**config.mk**
```make
export PLATFORM = sky130hd
export DESIGN_NAME = uart_tx_arbiter_flat
export DESIGN_NICKNAME = d
export VERILOG_FILES = /design/src/rtl/uart_tx_arbiter_if.sv /design/src/rtl/uart_tx_arbiter.sv /design/src/flat_wrapper.sv
export SDC_FILE = /design/constraint.sdc
export NUM_CORES = 1
export LEC_CHECK = 0
export CORE_ASPECT_RATIO = 0.6
export CORE_UTILIZATION = 36
export CTS_CLUSTER_DIAMETER = 150
export DETAILED_ROUTE_END_ITERATION = 12
export PLACE_DENSITY = 0.77
export SLEW_MARGIN = 20
export SYNTH_ARGS = -nofsm -noshare
export SYNTH_HDL_FRONTEND = slang
export SYNTH_SLANG_ARGS = --single-unit
```
**constraint.sdc**
```tcl
create_clock -name clk -period 1.65 [get_ports clk]
set_input_delay 0.2475 -clock clk [delete_from_list [all_inputs] [get_ports clk]]
set_output_delay 0.2475 -clock clk [all_outputs]
set_load 0.01 [all_outputs]
```
**src/rtl/uart_tx_arbiter_if.sv**
```systemverilog
// Bundle between the requesters, the arbiter and the shared uart_tx.
// master = arbiter side, slave = requester/serializer side.
interface uart_tx_arbiter_if #(
  parameter int NUM_REQ      = 4,
  parameter int PAYLOAD_BITS = 8
);
  logic [NUM_REQ-1:0]              req;
  logic [NUM_REQ*PAYLOAD_BITS-1:0] req_data;
  logic [NUM_REQ-1:0]              gnt;
  logic [NUM_REQ-1:0]              done;
  logic                            err;
  logic [$clog2(NUM_REQ)-1:0]      owner;
  logic                            active;
  logic                            uart_tx_en;
  logic [PAYLOAD_BITS-1:0]         uart_tx_data;
  logic                            uart_tx_busy;

  modport master (
    input  req, req_data, uart_tx_busy,
    output gnt, done, err, owner, active, uart_tx_en, uart_tx_data
  );

  modport slave (
    output req, req_data, uart_tx_busy,
    input  gnt, done, err, owner, active, uart_tx_en, uart_tx_data
  );
endinterface

```
**src/rtl/uart_tx_arbiter.sv**
```systemverilog
// Round-robin owner of one uart_tx: registered gnt/uart_tx_en one cycle after req in IDLE, done after busy falls.
// Optional wait-state watchdog under UART_TX_ARBITER_WDOG_EN.
module uart_tx_arbiter #(
  parameter int NUM_REQ      = 4,
  parameter int PAYLOAD_BITS = 8
`ifdef UART_TX_ARBITER_WDOG_EN
  ,
  parameter int WDOG_CYCLES  = 65536
`endif
) (
  input logic               clk,
  input logic               resetn,
  uart_tx_arbiter_if.master bus
);
  localparam int OW = $clog2(NUM_REQ);

  localparam logic [1:0] IDLE      = 2'd0;
  localparam logic [1:0] WAIT_BUSY = 2'd1;
  localparam logic [1:0] WAIT_DONE = 2'd2;

  logic [1:0]              state;
  logic [OW-1:0]           last;
  logic [OW-1:0]           owner_q;
  logic [OW-1:0]           pick;
  logic                    pick_vld;
  logic [NUM_REQ-1:0]      gnt_q;
  logic [NUM_REQ-1:0]      done_q;
  logic                    err_q;
  logic                    active_q;
  logic                    tx_en_q;
  logic [PAYLOAD_BITS-1:0] tx_data_q;
  logic [PAYLOAD_BITS-1:0] slot [NUM_REQ];
  logic                    wdog_expire;

  for (genvar i = 0; i < NUM_REQ; i++) begin : g_slot
    assign slot[i] = bus.req_data[i*PAYLOAD_BITS +: PAYLOAD_BITS];
  end

  // Scan from last+NUM_REQ down to last+1 so the nearest requester after last wins.
  always_comb begin
    logic [OW:0] idx;
    idx      = '0;
    pick_vld = 1'b0;
    pick     = last;
    for (int k = NUM_REQ; k >= 1; k--) begin
      idx = {1'b0, last} + (OW+1)'(k);
      if (idx >= (OW+1)'(NUM_REQ)) begin
        idx = idx - (OW+1)'(NUM_REQ);
      end
      if (bus.req[idx[OW-1:0]]) begin
        pick_vld = 1'b1;
        pick     = idx[OW-1:0];
      end
    end
  end

`ifdef UART_TX_ARBITER_WDOG_EN
  localparam int CW = $clog2(WDOG_CYCLES);

  logic [CW-1:0] wdog_cnt;

  assign wdog_expire = (state != IDLE) && (wdog_cnt == CW'(WDOG_CYCLES - 1));

  // Held at zero in IDLE, so every wait-state entry starts from zero.
  always_ff @(posedge clk or negedge resetn) begin
    if (!resetn) begin
      wdog_cnt <= '0;
    end else if (state == IDLE || (state == WAIT_BUSY && bus.uart_tx_busy) || wdog_expire) begin
      wdog_cnt <= '0;
    end else begin
      wdog_cnt <= wdog_cnt + 1'b1;
    end
  end
`else
  assign wdog_expire = 1'b0;
`endif

  always_ff @(posedge clk or negedge resetn) begin
    if (!resetn) begin
      state     <= IDLE;
      last      <= OW'(NUM_REQ - 1);
      owner_q   <= '0;
      gnt_q     <= '0;
      done_q    <= '0;
      err_q     <= 1'b0;
      active_q  <= 1'b0;
      tx_en_q   <= 1'b0;
      tx_data_q <= '0;
    end else begin
      gnt_q   <= '0;
      done_q  <= '0;
      err_q   <= 1'b0;
      tx_en_q <= 1'b0;
      case (state)
        IDLE: begin
          if (pick_vld && !bus.uart_tx_busy) begin
            tx_en_q   <= 1'b1;
            tx_data_q <= slot[pick];
            gnt_q     <= NUM_REQ'(1) << pick;
            owner_q   <= pick;
            last      <= pick;
            active_q  <= 1'b1;
            state     <= WAIT_BUSY;
          end
        end
        WAIT_BUSY: begin
          if (bus.uart_tx_busy) begin
            state <= WAIT_DONE;
          end else if (wdog_expire) begin
            err_q    <= 1'b1;
            active_q <= 1'b0;
            state    <= IDLE;
          end
        end
        WAIT_DONE: begin
          if (!bus.uart_tx_busy) begin
            done_q   <= NUM_REQ'(1) << owner_q;
            active_q <= 1'b0;
            state    <= IDLE;
          end else if (wdog_expire) begin
            err_q    <= 1'b1;
            active_q <= 1'b0;
            state    <= IDLE;
          end
        end
        default: state <= IDLE;
      endcase
    end
  end

  assign bus.gnt          = gnt_q;
  assign bus.done         = done_q;
  assign bus.err          = err_q;
  assign bus.owner        = owner_q;
  assign bus.active       = active_q;
  assign bus.uart_tx_en   = tx_en_q;
  assign bus.uart_tx_data = tx_data_q;
endmodule

```
**src/flat_wrapper.sv**
```systemverilog
// flat-port wrapper written by rule: the top's interface ports become plain ports
module uart_tx_arbiter_flat 
#(
  parameter int NUM_REQ      = 4,
  parameter int PAYLOAD_BITS = 8

)
  (clk, resetn, bus_req, bus_req_data, bus_uart_tx_busy, bus_gnt, bus_done, bus_err, bus_owner, bus_active, bus_uart_tx_en, bus_uart_tx_data);
  uart_tx_arbiter_if #(.NUM_REQ(NUM_REQ), .PAYLOAD_BITS(PAYLOAD_BITS)) bus_i ();
  input logic clk;
  input logic resetn;
  input wire logic [$bits(bus_i.req)-1:0] bus_req;
  input wire logic [$bits(bus_i.req_data)-1:0] bus_req_data;
  input wire logic [$bits(bus_i.uart_tx_busy)-1:0] bus_uart_tx_busy;
  output wire logic [$bits(bus_i.gnt)-1:0] bus_gnt;
  output wire logic [$bits(bus_i.done)-1:0] bus_done;
  output wire logic [$bits(bus_i.err)-1:0] bus_err;
  output wire logic [$bits(bus_i.owner)-1:0] bus_owner;
  output wire logic [$bits(bus_i.active)-1:0] bus_active;
  output wire logic [$bits(bus_i.uart_tx_en)-1:0] bus_uart_tx_en;
  output wire logic [$bits(bus_i.uart_tx_data)-1:0] bus_uart_tx_data;
  assign bus_i.req = bus_req;
  assign bus_i.req_data = bus_req_data;
  assign bus_i.uart_tx_busy = bus_uart_tx_busy;
  assign bus_gnt = bus_i.gnt;
  assign bus_done = bus_i.done;
  assign bus_err = bus_i.err;
  assign bus_owner = bus_i.owner;
  assign bus_active = bus_i.active;
  assign bus_uart_tx_en = bus_i.uart_tx_en;
  assign bus_uart_tx_data = bus_i.uart_tx_data;
  uart_tx_arbiter #(.NUM_REQ(NUM_REQ), .PAYLOAD_BITS(PAYLOAD_BITS)) u_core (.clk(clk), .resetn(resetn), .bus(bus_i));
endmodule
```
==> summary.txt, run 1 <==
global placer's final weighted congestion -> 0.814
Cell Int Power -> 2.06 mW
PwrDens -> 1420 mW/mm2
ANT nets after route -> 0
via/cell ratio -> 4.88
setup TNS -> -1000 ps
CTS root buffer -> clkbuf_8
Longest Clk Path Bufs -> 2
syn_nets -> 141
Sequential Power Share -> 0.310
failing checks -> negative setup slack
share of cells above drive strength 1 -> 0.300
syn avg cell area -> 12.2 um2
n_diodes -> 0
Setup WS pre-CTS -> -437 ps
most frequent cells in the layout -> 54 x clkdlybuf4s50_1, 22 x dfrtp_1, 16 x buf_4
Pins Over Slew Limit -> 0
Detailed Place HPWL -> 2520 um
type of element capturing the critical path -> flip-flop
combinational share of power -> 0.523
static leakage -> 0.932 nW
Clk pwr share -> 0.167
Worst-Skew Late Latency -> 270 ps
crit share post-route -> 1.10
Most used DFF post-synth -> dfrtp_1
CTS buffer count -> 3
area growth from synthesis to layout -> 74.4%
Post-DP Area -> 0.00200 mm2
Seq cells post-synth -> 24
vias in the first global route -> 1096
Worst Clk Skew -> 3.30 ps
vias after detailed routing -> 1098
Sw Ratio -> 0.334
routed length per instance -> 14.5 um
die extent in y -> 47.6 um
Placed Cells -> 218
sequential share of the synthesized area -> 0.484
max_cap viols -> 0
antenna violations before repair -> 0
status -> complete, but fails checks
Arr. time, crit path -> 1970 ps
Final setup viols -> 9
setup ws final -> -164 ps
RSZ-0062 raised after global routing -> true
FMAX -> 0.551 GHz
FFs w/ async S/R, synth -> 1.00
synth warn -> 0
global-route wire length before repair -> 5170 um
die area -> 0.00371 mm2
Site Rows -> 16
DRT iter0 DRCs -> 37
crit-path max FO -> 12
EDFF count, synth -> 0
count of different cell masters after synthesis -> 29
PortBufs -> 58
NetSw -> 1.03 mW
cell area after layout -> 0.00217 mm2
critical path launch point type -> flip-flop
fin util -> 0.661
die width -> 77.9 um
min Tclk post-route -> 1810 ps
CP Class -> flip-flop to flip-flop
total congestion overflow -> 0
Reg clk slew, reported paths -> 90 ps
H-tree levels -> 1
Initial Utilization -> 0.379
Peak VDD IR -> 0.918 mV
most common cell after layout, fill and taps aside -> clkdlybuf4s50_1
DR pass1 iterations -> 4
core area -> 0.00328 mm2
post-layout net count -> 220
final wirelength -> 3270 um
CTS Sinks -> 24
critical path required time -> 1810 ps
CTS tree -> built
Fin. Hold Viols -> 0
DRC -> 0
Hold WC Path Type -> primary input to asynchronous set/reset pin
post-route insts no fill -> 225
largest net degree at the start of global routing -> 25
Post-Syn Area -> 0.00124 mm2
post-synthesis cell count -> 102
GR Util All Layers -> 0.192
Ports -> 60
==> final cells by class <==
| cell class | count | area (um2) |
|---|---|---|
| multi-input cells | 68 | 634 |
| well taps | 45 | 56.3 |
| fillers | 246 | 1110 |
| inverters | 3 | 13.8 |
| flip-flops and latches | 24 | 603 |
| clock inverters | 1 | 30.0 |
| repair buffers | 81 | 792 |
| clock buffers | 3 | 41.3 |
==> flip-flops by register name, indices dropped and copies added, names as in the netlist <==
register                 count
u_core.bus.uart_tx_data      8
u_core.bus.done              4
u_core.bus.gnt               4
u_core.bus.owner             2
u_core.last                  2
u_core.state                 2
u_core.bus.active            1
u_core.bus.uart_tx_en        1
==> worst paths after layout <==
kind	from	endpoint	slack (ps)	cells after the start
max	u_core.last[1]	u_core.bus.uart_tx_data[7]	-160	6
min	resetn	u_core.bus.uart_tx_data[7]	330	2
max reg2reg	u_core.last[1]	u_core.bus.uart_tx_data[7]	-160	6
min reg2reg	u_core.bus.active	u_core.bus.active	500	1
max in group asynchronous	resetn	u_core.last[1]	1040	2
min in group clk	u_core.bus.active	u_core.bus.active	500	1
==> cell usage after synthesis (2+ instances only) <==
cell type | count | area [um2]
nor3b_1 | 3 | 22.5
mux2i_1 | 18 | 180
a21o_1 | 2 | 15.0
nor2_1 | 10 | 37.5
dfrtp_1 | 22 | 551
a221oi_2 | 8 | 120
nand2_1 | 2 | 7.51
a21oi_1 | 4 | 20.0
inv_1 | 2 | 7.51
nor3_1 | 4 | 20.0
dfstp_2 | 2 | 52.6
buf_6 | 4 | 45.0
buf_4 | 3 | 22.5
and2_1 | 3 | 18.8
==> metal layers <==
layer	routed length (um)	global-route usage	part of all wire
met1	1460	0.240	0.45
met2	1570	0.329	0.48
met3	175	0.0590	0.054
met4	55	0.0741	0.017
met5	0	0	0
==> power groups by stage <==
stage	clock (mW)	sequential, mW	combinational (mW)
after floorplan	0	0.978	0.730
after global placement	0	0.961	1.37
after detailed placement	0	0.964	1.42
after CTS	0.524	0.944	1.58
after global routing	0.546	0.978	1.72
final	0.516	0.958	1.62
==> metrics by stage <==
stage / power, mW / hold WS, ps
2_1_floorplan: 1.71 / -48.1
3_3_place_gp: 2.33 / 473
3_5_place_dp: 2.38 / 479
4_1_cts: 3.04 / 337
5_1_grt: 3.25 / 347
6_report: 3.09 / 327
==> worst max-delay path, cell delays in order (launching register included) <==
cell and delay (ps):
dfstp_2 620, mux2i_2 110, a221oi_4 380, buf_12 200, mux2i_1 200, o2bb2ai_1 130
a21oi_1 60
==> repair_timing <==
| action | 4_1_cts | 5_1_grt |
|---|---|---|
| endpoints found under the setup margin | 15 | 13 |
| setup buffers | 3 | 0 |
| pin swaps | 5 | 2 |
| hold buffers | 0 | 0 |
| gates resized for setup | 18 | 6 |
==> kinds of logic (layout without fill, tap and decap cells) <==
family | after synthesis | in the layout | share of synthesized area
mux | 18 | 18 | 0.145
compound gates | 20 | 20 | 0.174
flops | 24 | 24 | 0.484
xor+xnor | 1 | 1 | 0.00704
other cells | 1 | 1 | 0.00301
simple gates | 28 | 28 | 0.124
buf+inv | 10 | 88 | 0.0633
Note: power is estimated with default switching activity, not from simulation.
==> run 2: changes to the inputs <==
--- a/config.mk
+++ b/config.mk
@@ -6,10 +6,12 @@
 export NUM_CORES = 1
 export LEC_CHECK = 0
 export CORE_ASPECT_RATIO = 0.6
-export CORE_UTILIZATION = 36
+export CORE_UTILIZATION = 38
+export CTS_BUF_LIST = sky130_fd_sc_hd__clkbuf_8
 export CTS_CLUSTER_DIAMETER = 150
 export DETAILED_ROUTE_END_ITERATION = 12
-export PLACE_DENSITY = 0.77
+export PLACE_DENSITY = 0.81
+export SETUP_SLACK_MARGIN = 0.3
 export SLEW_MARGIN = 20
 export SYNTH_ARGS = -nofsm -noshare
 export SYNTH_HDL_FRONTEND = slang
==> run 2 against run 1 <==
Net effect:
- the flow still finishes with violations (negative setup slack)
- combinational power down 7%
- worst hold slack got worse by 5.1 ps
- sequential power down 3.8%
- largest power group unchanged
==> summary.txt, run 2 (same netlist as run 1, synthesis figures left out) <==
CTS Hold Bufs -> 0
Worst path max stage delay -> 610 ps
type of element capturing the critical path -> flip-flop
critical path required time -> 1800 ps
share of cells above drive strength 1 -> 0.263
Initial Utilization -> 0.417
die extent in y -> 46.3 um
FMAX -> 0.558 GHz
RSZ-0062 raised after global routing -> true
CP Class -> flip-flop to flip-flop
DR pass1 iterations -> 4
critical path launch point type -> flip-flop
crit-path max FO -> 18
global placer's final weighted congestion -> 0.768
antenna violations before repair -> 0
vias in the first global route -> 1036
Setup WS pre-CTS -> -482 ps
static leakage -> 0.977 nW
vias after detailed routing -> 1083
die area -> 0.00352 mm2
Site Rows -> 15
DRC -> 0
failing checks -> negative setup slack
setup TNS -> -828 ps
Final setup viols -> 9
area growth from synthesis to layout -> 68.6%
post-layout net count -> 219
Fin. Hold Viols -> 0
Arr. time, crit path -> 1940 ps
PortBufs -> 58
Top delay family on crit path -> flip-flops
most frequent cells in the layout -> 34 x clkdlybuf4s50_1, 24 x dlygate4sd2_1, 22 x dfrtp_1
total congestion overflow -> 0
combinational share of power -> 0.510
CTS Sinks -> 24
H-tree levels -> 1
slowest CP cell -> dfstp_2
Peak VDD IR -> 1.03 mV
Ports -> 60
Sw Ratio -> 0.349
Longest Clk Path Bufs -> 2
DRT iter0 DRCs -> 42
NetSw -> 1.02 mW
CTS root buffer -> clkbuf_8
total power -> 2.93 mW
Detailed Place HPWL -> 2480 um
Sequential Power Share -> 0.314
Clk pwr share -> 0.176
final wirelength -> 3250 um
max_cap viols -> 0
crit share post-route -> 1.09
Pins Over Slew Limit -> 0
Reg clk slew, reported paths -> 90 ps
setup ws final -> -141 ps
CTS buffer count -> 3
Largest register FFs -> 8
Worst-Skew Late Latency -> 270 ps
Cell Int Power -> 1.91 mW
worst path cell trace -> mux2i_2 > a221oi_4 > buf_12 > mux2i_1 > a221oi_2
via/cell ratio -> 4.90
PwrDens -> 1400 mW/mm2
min Tclk post-route -> 1790 ps
most common cell after layout, fill and taps aside -> clkdlybuf4s50_1
ANT nets after route -> 0
global-route wire length before repair -> 4860 um
die width -> 75.9 um
GR Util All Layers -> 0.196
CTS tree -> built
largest net degree at the start of global routing -> 25
CP Buf/Inv Count -> 1
routed length per instance -> 14.7 um
Hold WC Path Type -> primary input to asynchronous set/reset pin
core area -> 0.00298 mm2
Worst Clk Skew -> 1.79 ps
status -> complete, but fails checks
n_diodes -> 0
-- run 2: changes by cell type in the layout (fill, tap and decap cells not counted), moves of 2 or more --
cell and delta:
dlygate4sd2_1 +20, mux2i_1 +6, a21oi_2 +2, clkdlybuf4s50_1 -20, a21oi_1 -2, buf_4 +3
buf_6 -4, mux2i_2 -5
-- run 2: cell type report --
cell class                      count  area, um2
Clock inverter                      1       30.0
Multi-Input combinational cell     68        612
Sequential cell                    24        603
Clock buffer                        3       41.3
Timing Repair Buffer               80        744
Tap cell                           42       52.6
Fill cell                         241        885
Inverter                            3       16.3
-- run 2: through the flow --
step | utilization | cell area [um2] | cells | hold WS [ps]
2_1_floorplan | - | 1260 | 102 | -48.1
3_3_place_gp | 0.664 | 1980 | 212 | 477
3_5_place_dp | 0.664 | 1980 | 212 | 488
4_1_cts | 0.696 | 2080 | 219 | 333
5_1_grt | 0.704 | 2100 | 221 | 342
6_report | 0.704 | 2100 | 221 | 321
-- run 2: worst register-to-register path, delay by kind of cell, from the launching register on --
| family | cells | cell delay, ps |
|---|---|---|
| AO/OA/AOI/OAI | 2 | 410 |
| buffers and inverters | 1 | 220 |
| flip-flops | 1 | 610 |
| multiplexers | 2 | 430 |
-- run 2: path summary, 6_finish.rpt --
check	start	slack [ps]	cells past startpoint	end
setup / recovery	u_core.last[1]	-140	5	u_core.bus.uart_tx_data[0]
hold / removal	resetn	320	2	u_core.bus.uart_tx_data[6]
max in group asynchronous	resetn	1050	2	u_core.last[0]
hold reg to reg	u_core.bus.active	510	1	u_core.bus.active
setup reg to reg	u_core.last[1]	-140	5	u_core.bus.uart_tx_data[0]
min in group clk	u_core.bus.active	510	1	u_core.bus.active
-- run 2: power groups by stage --
stage               sequential [mW]  combinational (mW)  clock, mW
floorplan                     0.978               0.746          0
global placement              0.942                1.39          0
detailed placement            0.947                1.44          0
CTS                           0.922                1.46      0.518
global route                  0.940                1.60      0.546
finish                        0.922                1.50      0.517
-- run 2: per-layer routing --
layer  vias to the layer above  track usage  share of wire
met5                         -            0              0
met2                        37        0.335           0.48
met3                         2       0.0656          0.057
met1                       521        0.253           0.46
met4                         0       0.0185         0.0025
li1                        523            -              -
-- run 2: what timing repair did --
action / in CTS / in global routing
endpoints found under the setup margin: 38 / 17
resized for setup: 31 / 2
buffers inserted: 3 / 2
endpoints found under the hold margin: 0 / 0
pin swaps: 2 / 0
==> run 3: changes to the inputs <==
--- a/config.mk
+++ b/config.mk
@@ -5,8 +5,9 @@
 export SDC_FILE = /design/constraint.sdc
 export NUM_CORES = 1
 export LEC_CHECK = 0
-export CORE_ASPECT_RATIO = 0.6
-export CORE_UTILIZATION = 38
+export ABC_AREA = 1
+export CORE_ASPECT_RATIO = 1.2
+export CORE_UTILIZATION = 42
 export CTS_BUF_LIST = sky130_fd_sc_hd__clkbuf_8
 export CTS_CLUSTER_DIAMETER = 150
 export DETAILED_ROUTE_END_ITERATION = 12
==> run 3 against run 2 <==
Net effect:
- critical endpoint is now u_core.bus.gnt[1]
- non-clock buffer count increased by 5
- largest cell class is now multi-input combinational cells
- synthesized area increased by 35%
- the flow still finishes with violations (negative setup slack)
- clock power increased by 1%
==> summary.txt, run 3 <==
DRT iter0 DRCs -> 106
post-layout net count -> 341
global placer's final weighted congestion -> 0.805
Hold WC Path Type -> primary input to asynchronous set/reset pin
Worst Clk Skew -> 9.48 ps
sequential share of the synthesized area -> 0.359
most common cell in the netlist -> nand2_1
total congestion overflow -> 0
FFs w/ async S/R, synth -> 1.00
Peak VDD IR -> 1.09 mV
max_cap viols -> 0
vias after detailed routing -> 1700
routed length per instance -> 14.3 um
CP dominant cell by count -> nand2_2
post-synthesis cell count -> 220
XOR/XNOR Fraction of Synth Area -> 0
Seq cells post-synth -> 24
vias in the first global route -> 1729
Setup WS pre-CTS -> -339 ps
worst path cell trace -> buf_6 > inv_8 > nand2_2 > nand2_2 > nand2_2 > nand2_2 > nand2_4 > nand3_4 > nand2_8 > buf_4 > inv_1 > nor3_2
Longest Clk Path Bufs -> 2
die width -> 59.8 um
commonest cells in the netlist -> 49 x nand2_1, 42 x inv_1, 29 x nand3_1
CP Class -> flip-flop to flip-flop
DR pass1 iterations -> 4
Post-Synth Adder-Cell Area -> 0
via/cell ratio -> 4.82
DRC -> 0
RSZ-0062 raised after global routing -> true
crit-path max FO -> 8
worst r2r src -> u_core.last[0]
static leakage -> 1.51 nW
syn avg cell area -> 7.64 um2
mux cell area share after synthesis -> 0
FMAX -> 0.500 GHz
core area -> 0.00372 mm2
type of element capturing the critical path -> flip-flop
crit share post-route -> 1.21
Ports -> 60
syn_nets -> 259
GR Util All Layers -> 0.242
EDFF count, synth -> 0
Fin. Hold Viols -> 0
n_diodes -> 0
Synth Area in Compound Gates -> 0.0335
global-route wire length before repair -> 7820 um
Synth top area share -> 0.327
slowest CP cell -> dfstp_2
area leader, netlist -> dfrtp_1
Largest register FFs -> 8
setup ws final -> -351 ps
synth warn -> 0
count of different cell masters after synthesis -> 28
Site Rows -> 24
Register-to-Register Path Depth -> 12
critical path required time -> 1830 ps
Final setup viols -> 16
Pins Over Slew Limit -> 0
share of cells above drive strength 1 -> 0.372
simple-gate portion of the synthesized area -> 0.427
PortBufs -> 58
CTS buffer count -> 3
die extent in y -> 71.3 um
total power -> 6.48 mW
Reg clk slew, reported paths -> 80 ps
Worst-Skew Late Latency -> 280 ps
dominant cells by area after synthesis -> dfrtp_1 33%, nand2_1 11%, inv_1 9.4%, nand3_1 8.6%, nand2_2 7.4%
antenna violations before repair -> 0
Most used DFF post-synth -> dfrtp_1
Initial Utilization -> 0.452
area growth from synthesis to layout -> 68.5%
R2R Setup Slk -> -350 ps
PwrDens -> 2290 mW/mm2
CTS root buffer -> clkbuf_8
critical path launch point type -> flip-flop
die area -> 0.00426 mm2
H-tree levels -> 1
Post-Syn Area -> 0.00168 mm2
Worst path max stage delay -> 580 ps
min Tclk post-route -> 2000 ps
Arr. time, crit path -> 2180 ps
most frequent cells in the layout -> 41 x inv_1, 41 x nand2_1, 38 x clkdlybuf4s50_1
status -> complete, but fails checks
CTS Sinks -> 24
reg-to-reg endpoint -> u_core.bus.gnt[1]
CTS tree -> built
largest family of logic cells by synthesized area -> simple AND/OR/NAND/NOR gates
failing checks -> negative setup slack
largest net degree at the start of global routing -> 18
Detailed Place HPWL -> 2880 um
ANT nets after route -> 0
final wirelength -> 5050 um
[run 3: changes by cell type in the layout (fill, tap and decap cells not counted), sizes merged, moves of 6 or more]
cell,change
a221oi,-8
inv,+44
mux2i,-18
nand2,+77
nand3,+38
nor2,-6
o21ai,+6
[run 3: critical path: cells and delay by family (launching register included)]
family                 cells  cell delay, ps
and+or+nand+nor            8             880
buffers and inverters      4             440
DFF                        1             580
[run 3: layout make-up]
type                       count  area [um2]
fill                         289         890
clock buffer                   3        41.3
tap                           52        65.1
timing repair buffer          85         880
clock inverter                 1        30.0
timing repair inverter         1        6.26
multi-input combinational    140        1000
inverter                      47         209
sequential                    24         603
[run 3: power breakdown]
part | total (mW) | internal (mW) | switching, mW | leakage [nW]
logic | 4.98 | 2.17 | 2.81 | 1.17
clock network | 0.523 | 0.325 | 0.198 | 0.0357
registers | 0.982 | 0.837 | 0.146 | 0.302
[run 3: logic make-up (layout without fill, tap and decap cells)]
kind of cell | Yosys count | count (layout)
other | 1 | 1
buffers and inverters | 57 | 137
flip-flops | 24 | 24
AO/OA/AOI/OAI | 10 | 10
AND/OR/NAND/NOR | 128 | 129
[run 3: routing by layer]
layer	share of wire	track usage	vias to the layer above
li1	-	-	831
met2	0.54	0.442	67
met4	0.016	0.0801	0
met5	0	0	-
met1	0.39	0.285	791
met3	0.055	0.0307	11
[run 3: repair_timing]
item / in CTS / in global routing
hold buffers: 0 / 0
gates resized for setup: 54 / 21
pin swaps: 26 / 14
gates cloned: 4 / 0
buffers inserted: 5 / 3
setup endpoints to repair: 39 / 19
[run 3: worst max-delay path by stage]
stage                   start                          to  slack [ps]  cells after the start
2_1_floorplan  u_core.last[0]  u_core.bus.uart_tx_data[0]         -60                     15
3_3_place_gp       bus_req[3]  u_core.bus.uart_tx_data[5]        -290                     13
3_5_place_dp       bus_req[1]         u_core.bus.owner[0]        -340                     13
4_1_cts        u_core.last[0]  u_core.bus.uart_tx_data[3]        -230                     14
5_1_grt        u_core.last[0]           u_core.bus.gnt[1]        -450                     12
6_report       u_core.last[0]           u_core.bus.gnt[1]        -350                     12
[run 3: metrics by stage]
stage          instances  TNS (ps)  area, um2  hold slack, ps  utilization
6_report             353     -3650       2830             267        0.761
5_1_grt              353     -5420       2830             297        0.761
4_1_cts              350     -2430       2700             267        0.725
3_5_place_dp         337     -4670       2390             469        0.642
3_3_place_gp         337     -3950       2390             473        0.642
2_1_floorplan        220      -418       1710           -48.1            -
